--- config.mk ---
export PLATFORM = sky130hd
export DESIGN_NAME = pc_sequencer
export DESIGN_NICKNAME = d
export VERILOG_FILES = /design/src/rtl/pc_seq_pkg.sv /design/src/rtl/pc_reg.sv /design/src/rtl/pc_sequencer.sv
export SDC_FILE = /design/constraint.sdc
export NUM_CORES = 1
export LEC_CHECK = 0
export BUFFER_PORTS_ARGS = -buffer_cell sky130_fd_sc_hd__buf_4
export CAP_MARGIN = 20
export CORE_UTILIZATION = 52
export DETAILED_ROUTE_END_ITERATION = 10
export PLACE_DENSITY = 0.82
export SETUP_SLACK_MARGIN = 0.2
export SLEW_MARGIN = 20
export SYNTH_ARGS = -nofsm -noshare
export SYNTH_HDL_FRONTEND = slang
export SYNTH_SLANG_ARGS = --single-unit
--- constraint.sdc ---
create_clock -name clock -period 4.52 [get_ports clock]
set_input_delay 0.226 -clock clock [delete_from_list [all_inputs] [get_ports clock]]
set_output_delay 0.226 -clock clock [all_outputs]
set_load 0.01 [all_outputs]
--- src/rtl/pc_seq_pkg.sv ---
// Shared types and constants for the program-counter sequencer.
package pc_seq_pkg;

  typedef enum logic [2:0] {
    IDLE,
    FETCH,
    EXEC,
    HALT,
    FAULT
  } seq_state_e;

  localparam int unsigned INSTR_BYTES  = 4;
  localparam int unsigned JUMP_FIELD_W = 26;

  // Next program counter after an executed instruction.
  // A jump keeps the top nibble of pc+4 and replaces the rest with the word
  // index; a branch adds a word offset to pc+4; otherwise fall through.
  function automatic logic [31:0] nextPc(
    input logic [31:0]             pc,
    input logic                    branchTaken,
    input logic [31:0]             branchOffset,
    input logic                    jumpTaken,
    input logic [JUMP_FIELD_W-1:0] jumpTarget
  );
    logic [31:0] pc4;
    logic [31:0] result;
    pc4 = pc + 32'(INSTR_BYTES);
    if (jumpTaken) begin
      result = {pc4[31:28], jumpTarget, 2'b00};
    end else if (branchTaken) begin
      result = pc4 + (branchOffset << 2);
    end else begin
      result = pc4;
    end
    return result;
  endfunction

endpackage

--- src/rtl/pc_reg.sv ---
// Program counter register: synchronous reset to the reset vector, load enable.
module pc_reg #(
  parameter logic [31:0] RESET_VECTOR = 32'h0000_0000
) (
  input  logic        clock_i,
  input  logic        reset_i,
  input  logic        load_i,
  input  logic [31:0] d_i,
  output logic [31:0] q_o
);

  logic [31:0] pc_q;

  // Hold the pc unless a new value is loaded; reset wins over load.
  always_ff @(posedge clock_i) begin
    if (reset_i) begin
      pc_q <= RESET_VECTOR;
    end else if (load_i) begin
      pc_q <= d_i;
    end
  end

  assign q_o = pc_q;

endmodule

--- src/rtl/pc_sequencer.sv ---
// Fetch/execute sequencer: drives instruction fetches, computes the next pc,
// counts retired instructions and traps on a fetch that never completes.
module pc_sequencer
  import pc_seq_pkg::*;
#(
  parameter logic [31:0] RESET_VECTOR = 32'h0000_0000,
  parameter int unsigned TIMEOUT      = 15
) (
  input  logic                    clock,
  input  logic                    Reset,
  input  logic                    start,
  output logic                    imem_req,
  output logic [31:0]             imem_addr,
  input  logic                    imem_ack,
  input  logic [31:0]             imem_data,
  output logic [31:0]             instr,
  output logic                    instr_valid,
  input  logic                    ex_done,
  input  logic                    branch_taken,
  input  logic [31:0]             branch_offset,
  input  logic                    jump,
  input  logic [JUMP_FIELD_W-1:0] jump_target,
  input  logic                    halt_req,
  output logic [31:0]             pc,
  output logic [15:0]             retired,
  output logic                    busy,
  output logic                    halted,
  output logic                    fault
);

  localparam int WAIT_W = (TIMEOUT < 2) ? 1 : $clog2(TIMEOUT + 1);
  localparam logic [WAIT_W-1:0] LAST_WAIT = WAIT_W'(TIMEOUT - 1);

  seq_state_e        state_q;
  logic [WAIT_W-1:0] waitCnt_q;
  logic [31:0]       instr_q;
  logic              instrValid_q;
  logic              imemReq_q;
  logic              busy_q;
  logic              halted_q;
  logic              fault_q;
  logic [15:0]       retired_q;
  logic [15:0]       retired_d;
  logic              pcLoad;
  logic [31:0]       pc_d;
  logic [31:0]       pcCur;

  pc_reg #(
    .RESET_VECTOR(RESET_VECTOR)
  ) u_pc_reg (
    .clock_i(clock),
    .reset_i(Reset),
    .load_i (pcLoad),
    .d_i    (pc_d),
    .q_o    (pcCur)
  );

  // An instruction retires when the datapath reports completion in EXEC;
  // that is the only moment the pc and the retired count move.
  always_comb begin
    pcLoad    = (state_q == EXEC) && ex_done;
    pc_d      = nextPc(pcCur, branch_taken, branch_offset, jump, jump_target);
    retired_d = retired_q;
    if (pcLoad) begin
      retired_d = retired_q + 16'd1;
    end
  end

  // Sequencer FSM with registered status outputs; a fetch acknowledged on
  // the last allowed cycle still completes instead of faulting.
  always_ff @(posedge clock) begin
    if (Reset) begin
      state_q      <= IDLE;
      waitCnt_q    <= '0;
      instr_q      <= '0;
      instrValid_q <= 1'b0;
      imemReq_q    <= 1'b0;
      busy_q       <= 1'b0;
      halted_q     <= 1'b0;
      fault_q      <= 1'b0;
      retired_q    <= '0;
    end else begin
      instrValid_q <= 1'b0;
      retired_q    <= retired_d;
      case (state_q)
        IDLE: begin
          if (start) begin
            state_q   <= FETCH;
            waitCnt_q <= '0;
            imemReq_q <= 1'b1;
            busy_q    <= 1'b1;
          end
        end
        FETCH: begin
          if (imem_ack) begin
            state_q      <= EXEC;
            instr_q      <= imem_data;
            instrValid_q <= 1'b1;
            waitCnt_q    <= '0;
            imemReq_q    <= 1'b0;
          end else if (waitCnt_q == LAST_WAIT) begin
            state_q   <= FAULT;
            waitCnt_q <= '0;
            imemReq_q <= 1'b0;
            busy_q    <= 1'b0;
            fault_q   <= 1'b1;
          end else begin
            waitCnt_q <= waitCnt_q + WAIT_W'(1);
          end
        end
        EXEC: begin
          if (ex_done) begin
            if (halt_req) begin
              state_q  <= HALT;
              busy_q   <= 1'b0;
              halted_q <= 1'b1;
            end else begin
              state_q   <= FETCH;
              imemReq_q <= 1'b1;
            end
          end
        end
        HALT, FAULT: begin
        end
        default: begin
          state_q <= IDLE;
        end
      endcase
    end
  end

  assign imem_req    = imemReq_q;
  assign imem_addr   = pcCur;
  assign pc          = pcCur;
  assign instr       = instr_q;
  assign instr_valid = instrValid_q;
  assign retired     = retired_q;
  assign busy        = busy_q;
  assign halted      = halted_q;
  assign fault       = fault_q;

endmodule

==> flow_metrics.py, run 1 <==
metrics = {
    "logic_synthesis": {
        "yosysWarnings": 0,
        "synth-compound-area-share": 0.224,
        "yosys.area_share.xor_xnor": 0.0878,
        "synth.cell_area_sq_um": 6380,
        "synth.avg_cell_area_sq_um": 7.44,
        "synth-edff-count": 0,
        "netlist_instances": 858,
        "muxShareOfSynthArea": 0.0112,
        "ys_types": 63,
        "postSynth.asyncResetShare": 0,
        "synth_top_family_by_area": "simple AND/OR/NAND/NOR gates",
        "yosysSeqAreaShare": 0.282,
        "yosys.area_share.simple": 0.238,
        "synth_fa_ha_area_frac": 0.0816,
        "yosys_register_bits": 90,
        "synthFlopType": "dfxtp_1",
    },
    "power": {
        "total_leakage_power_nw": 3.67,
        "ir_drop_uv": 185,
        "p_total_mw": 2.28,
        "power_density_nw_per_um2": 280,
    },
    "final_layout": {
        "finalInstanceArea_sq_um": 8110,
        "layout-drive-gt1-share": 0.246,
        "n_antenna_cell": 0,
        "utilization": 0.678,
        "area_growth_pct": 27.2,
        "nets": 1151,
    },
    "clock_network": {
        "worstSkewPairLatency_ns": 0.34,
        "cts_tree": "yes",
        "clockBufferDepth": 2,
        "clk_pin_slew_ns": 0.07,
        "cts-root-buf": "clkbuf_16",
        "h-tree-depth": 3,
        "cts_buffers": 9,
        "cts.sinks": 90,
        "postCtsSetupRepairBufs": 0,
    },
    "routing": {
        "wire_per_inst_microns": 15.8,
        "ant_nets": 0,
        "drt_iter0_drc": 473,
        "drt-total-wl_mm": 18.4,
        "vias": 6600,
        "via_per_inst": 5.67,
        "drc": 0,
        "first_pass_iters": 5,
    },
    "placement": {
        "numPortBuffers": 208,
        "gp_congestion": 0.943,
        "pre_cts_ws_ns": 0.368,
        "placed_area_sq_um": 7780,
        "dp.final_hpwl_mm": 13.7,
    },
    "die": {
        "rows": 40,
        "die-area_sq_um": 12700,
        "core_sq_um": 12000,
        "io_pins": 215,
        "die_w_microns": 113,
        "die_h_microns": 113,
        "initial_core_util": 0.533,
    },
    "sta": {
        "hold_viol_final": 0,
        "worstMarginPinSlew_ns": 0.880,
        "period_needed_ns": 4.13,
        "setup-tns-final_ns": 0,
        "max_freq_ghz": 0.242,
        "final-max-slew-violation-count": 0,
        "layout_setup_ws_ns": 0.392,
        "clock_skew_ns": 0.00943,
        "finalCritPeriodShare": 0.913,
        "rsz0062_at_grt": "yes",
        "slew_headroom": 0.413,
        "finalSetupViolCount": 0,
    },
    "global_routing": {
        "grt_max_degree": 81,
        "grt_pass1_vias": 6000,
        "grt_overflow": 0,
        "grt_pass1_wl_mm": 29.7,
        "antenna_found_initial": 0,
        "grt_usage": 0.291,
    },
    "worst_setup_path": {
        "crit_type": "flop to flop",
        "cp-end-kind": "flop",
        "rrSetupSlack_ns": 0.39,
        "rr_endpoint": "u_pc_reg.q_o[31]",
        "crit_start": "u_pc_reg.q_o[11]",
        "crit_arrival_ns": 4.39,
        "cp-endpoint": "u_pc_reg.q_o[31]",
        "cp_data_required_time_ns": 4.78,
        "rr_worst_depth": 16,
        "cp_max_fo": 10,
        "startpoint_type": "flop",
        "rr_startpoint": "u_pc_reg.q_o[11]",
    },
    "flow_run": {
        "cap_viol_max_count": 0,
    },
    "outcome": {
        "outcome": "completed",
    },
    "min_path": {
        "hold_class": "input port to flop",
    },
}
[layout make-up]
class | count | area [sq um]
tap | 147 | 184
inverter | 17 | 63.8
fill | 1065 | 3850
timing repair buffer | 215 | 1610
multi-input combinational | 679 | 4140
sequential | 90 | 1800
clock inverter | 6 | 71.3
clock buffer | 10 | 239
[repair_timing]
item                                    CTS  global route
resized for setup                         0             6
hold buffers                              0             0
endpoints found under the setup margin    0             2
[stage by stage]
stage,hold slack (ns),instances
finish,0.130,1164
global route,0.123,1164
CTS,0.117,1164
detailed placement,0.447,1148
global placement,0.442,1148
floorplan,0.362,861
[cells in the final DEF, fill, tap and decap left out, drive strengths merged, types with 5 or more instances in the layout]
master,synthesis,final
buf,38,215
nand2,145,145
a21oi,96,96
dfxtp,90,90
nor2,76,76
o21ai,48,48
ha,40,40
xnor2,33,33
xor2,31,31
nand3,27,27
inv,16,18
a21o,17,17
and3,17,17
nand4,16,16
a211oi,12,12
o21bai,11,11
nor3,11,11
clkbuf,37,10
or3,8,8
mux2i,6,6
and2,5,5
nor2b,5,5
o211ai,5,5
o22ai,5,5
[kinds of logic (layout without fill, tap and decap cells)]
group | Yosys count | in the layout
muxes | 7 | 7
and+or+nand+nor | 332 | 332
xor gates and xnor gates | 64 | 64
adders and majority gates | 41 | 41
buffers and inverters | 92 | 248
AOI/OAI and AO/OA | 231 | 231
DFF | 90 | 90
other | 1 | 4
[cells in the mapped netlist (all sizes together), types with 4 or more instances]
master	instances	area, sq um
nor2b	5	31.3
mux2i	6	60.1
xor2	31	272
o21ai	48	248
a221oi	4	52.6
buf	38	272
xnor2	33	289
nand3	27	140
nor2	76	285
or3	8	50.1
a211oi	12	95.1
nor3b	4	30.0
ha	40	500
inv	16	60.1
a21o	17	128
a21oi	96	480
nand2	145	544
nor3	11	66.3
dfxtp	90	1800
a21boi	4	30.0
o22ai	5	31.3
a211o	4	35.0
clkbuf	37	139
o21bai	11	82.6
and2	5	31.3
nand4	16	100
nor4	4	25.0
and3	17	106
o211ai	5	37.5
[power breakdown]
group          internal (mW)  switching (mW)  total (mW)  leakage [nW]
Clock                  0.449           0.331       0.780         0.146
Sequential             0.851          0.0498       0.901         0.730
Combinational          0.266           0.329       0.595          2.80
Total                   1.57           0.710        2.28          3.67
[critical path, cell delays in order, from the launching register on]
cell,delay [ns]
dfxtp_1,0.47
and4_1,0.30
and4_1,0.27
nand3_2,0.20
nor3_2,0.30
and2_1,0.24
xor2_1,0.17
ha_1,0.35
a21oi_1,0.19
o21ai_0,0.11
a32oi_1,0.28
a21oi_1,0.13
a211oi_1,0.22
nand3_1,0.16
xor2_1,0.20
or3_1,0.31
a21oi_1,0.15
[per-layer routing]
metal | GRT usage | part of all wire | vias to the layer above
met2 | 0.482 | 0.47 | 251
met5 | 0 | 0 | -
li1 | - | - | 3298
met3 | 0.0487 | 0.063 | 30
met4 | 0.0969 | 0.020 | 0
met1 | 0.384 | 0.44 | 3021
[how the worst min path moves through the flow]
stage                        from        end  depth (start not counted)
floorplan            imem_data[0]   instr[0]                          2
global placement        instr[22]  instr[22]                          2
detailed placement      instr[21]  instr[21]                          2
CTS                 imem_data[11]  instr[11]                          3
global route        imem_data[22]  instr[22]                          3
finish              imem_data[21]  instr[21]                          3
[sequential cells by signal, indices dropped and copies added (netlist names)]
name          cells
busy              1
fault             1
halted            1
imem_req          1
instr            32
instr_valid       1
retired          16
state_q           3
u_pc_reg.q_o     30
waitCnt_q         4
(Power assumes the default switching activity.)
==> run 2: changes to the inputs <==
clock period = 3.8 ns   (was 4.52 ns; I/O delays follow)
==> run 2 against run 1 <==
  * Worst setup slack lost 0.32 ns
  * Largest power group unchanged
  * Clock power is 18% higher
  * Clock-buffer cell count increased by 1
  * Routed wire length rose by 7.7%
  * Largest cell class unchanged
  * Design area is 9.1% higher
  * Worst hold slack got worse by 0.030 ns
  * Utilization rose by 6.2 points
  * Combinational power is 30% higher
==> flow_metrics.py, run 2 (synthesis gave the netlist of run 1 again) <==
metrics = {
    "global_routing": {
        "grt_overflow": 0,
        "grt_pass1_wl_mm": 30.0,
        "antenna_found_initial": 0,
        "grt_usage": 0.294,
        "grt_pass1_vias": 6197,
        "grt_max_degree": 80,
    },
    "die": {
        "die_w_microns": 113,
        "core_sq_um": 12000,
        "io_pins": 215,
        "die_h_microns": 113,
        "rows": 40,
        "initial_core_util": 0.533,
        "die-area_sq_um": 12700,
    },
    "sta": {
        "worstMarginPinSlew_ns": 0.856,
        "period_needed_ns": 3.72,
        "final-max-slew-violation-count": 0,
        "slew_headroom": 0.429,
        "layout_setup_ws_ns": 0.0752,
        "worst_hold_slack_ns": 0.0996,
        "rsz0062_at_grt": "yes",
        "finalCritPeriodShare": 0.980,
        "clock_skew_ns": 0.0104,
        "finalSetupViolCount": 0,
        "max_freq_ghz": 0.268,
        "hold_viol_final": 0,
    },
    "routing": {
        "drt-total-wl_mm": 19.9,
        "vias": 6932,
        "drt_iter0_drc": 602,
        "ant_nets": 0,
        "via_per_inst": 5.70,
        "first_pass_iters": 5,
        "wire_per_inst_microns": 16.3,
        "drc": 0,
    },
    "worst_setup_path": {
        "startpoint_type": "flop",
        "cp-end-kind": "flop",
        "crit_type": "flop to flop",
        "cp_data_required_time_ns": 4.06,
        "crit_arrival_ns": 3.99,
        "cp_max_fo": 6,
        "rr_worst_depth": 16,
    },
    "final_layout": {
        "mostFrequentLayoutCells": "266 x buf_4, 143 x nand2_1, 86 x a21oi_1, 85 x dfxtp_1, 70 x nor2_1",
        "largest_reg_flops": 32,
        "finalInstanceArea_sq_um": 8850,
        "n_antenna_cell": 0,
        "fin_cells": 1216,
        "layout.cells.most_common": "buf_4",
        "nets": 1203,
        "layout-drive-gt1-share": 0.335,
        "area_growth_pct": 38.7,
    },
    "placement": {
        "numPortBuffers": 208,
        "placed_area_sq_um": 7990,
        "dp.final_hpwl_mm": 14.1,
        "gp_congestion": 0.947,
        "place_inst": 1175,
        "pre_cts_ws_ns": 0.0896,
    },
    "clock_network": {
        "cts_tree": "yes",
        "clockBufferDepth": 2,
        "postCtsHoldBufs": 0,
        "worstSkewPairLatency_ns": 0.34,
        "clk_pin_slew_ns": 0.07,
        "cts_buffers": 9,
        "h-tree-depth": 3,
        "cts-root-buf": "clkbuf_16",
        "cts.sinks": 90,
    },
    "power": {
        "ir_drop_uv": 264,
        "power_density_nw_per_um2": 312,
        "total_leakage_power_nw": 4.02,
        "p_total_mw": 2.76,
    },
    "flow_run": {
        "cap_viol_max_count": 0,
    },
    "outcome": {
        "outcome": "completed",
    },
    "min_path": {
        "hold_class": "input port to flop",
        "hold_depth": 3,
    },
}
## run 2: path summary, 6_finish.rpt
check / startpoint / to / slack (ns)
worst min register to register: instr[12] / instr[12] / 0.45
worst max register to register: u_pc_reg.q_o[10] / u_pc_reg.q_o[31] / 0.08
worst min-delay path: imem_data[19] / instr[19] / 0.1
worst max-delay path: u_pc_reg.q_o[10] / u_pc_reg.q_o[31] / 0.08
## run 2: layer usage
metal  up-vias  GRT usage  wire length [microns]
met4         0      0.107                    558
met2       295      0.510                   9830
met1      3184      0.366                   8130
met3        51     0.0525                   1340
li1       3402          -                      -
met5         -          0                      0
## run 2: layout make-up
class                      count  area, sq um
timing repair buffer         267         2010
clock inverter                 5         60.1
clock buffer                  11          253
sequential                    90         1810
inverter                      17         63.8
fill                         958         3110
multi-input combinational    679         4480
tap                          147          184
## run 2: through the flow
stage	utilization	setup TNS [ns]
final	0.740	0
after global routing	0.740	-0.0238
after CTS	0.703	0
after detailed placement	0.668	0
after global placement	0.668	0
after floorplan	-	0
## run 2: timing repair
| action | in CTS | in global routing |
|---|---|---|
| gates resized for setup | 11 | 70 |
| endpoints found under the setup margin | 5 | 14 |
| buffers inserted | 7 | 18 |
| pin swaps | 4 | 37 |
## run 2: worst max-delay path, cell delays in order, from the launching register on
cell and delay [ns]:
dfxtp_2 0.33, and4_4 0.24, and4_4 0.24, nand3_4 0.15
nor3_4 0.30, and3_1 0.27, xor2_2 0.22, ha_1 0.32
nand2_1 0.19, nand2_1 0.11, a21boi_2 0.16, a21oi_1 0.07
a211oi_1 0.24, nand3_1 0.12, xor2_1 0.18, or3_4 0.35
a21oi_2 0.14
## run 2: power by group
group / internal (mW) / total, mW / leakage [nW] / switching [mW]
Sequential: 1.01 / 1.07 / 0.731 / 0.0527
Combinational: 0.351 / 0.774 / 3.14 / 0.423
Clock: 0.548 / 0.922 / 0.152 / 0.374
Total: 1.91 / 2.76 / 4.02 / 0.850
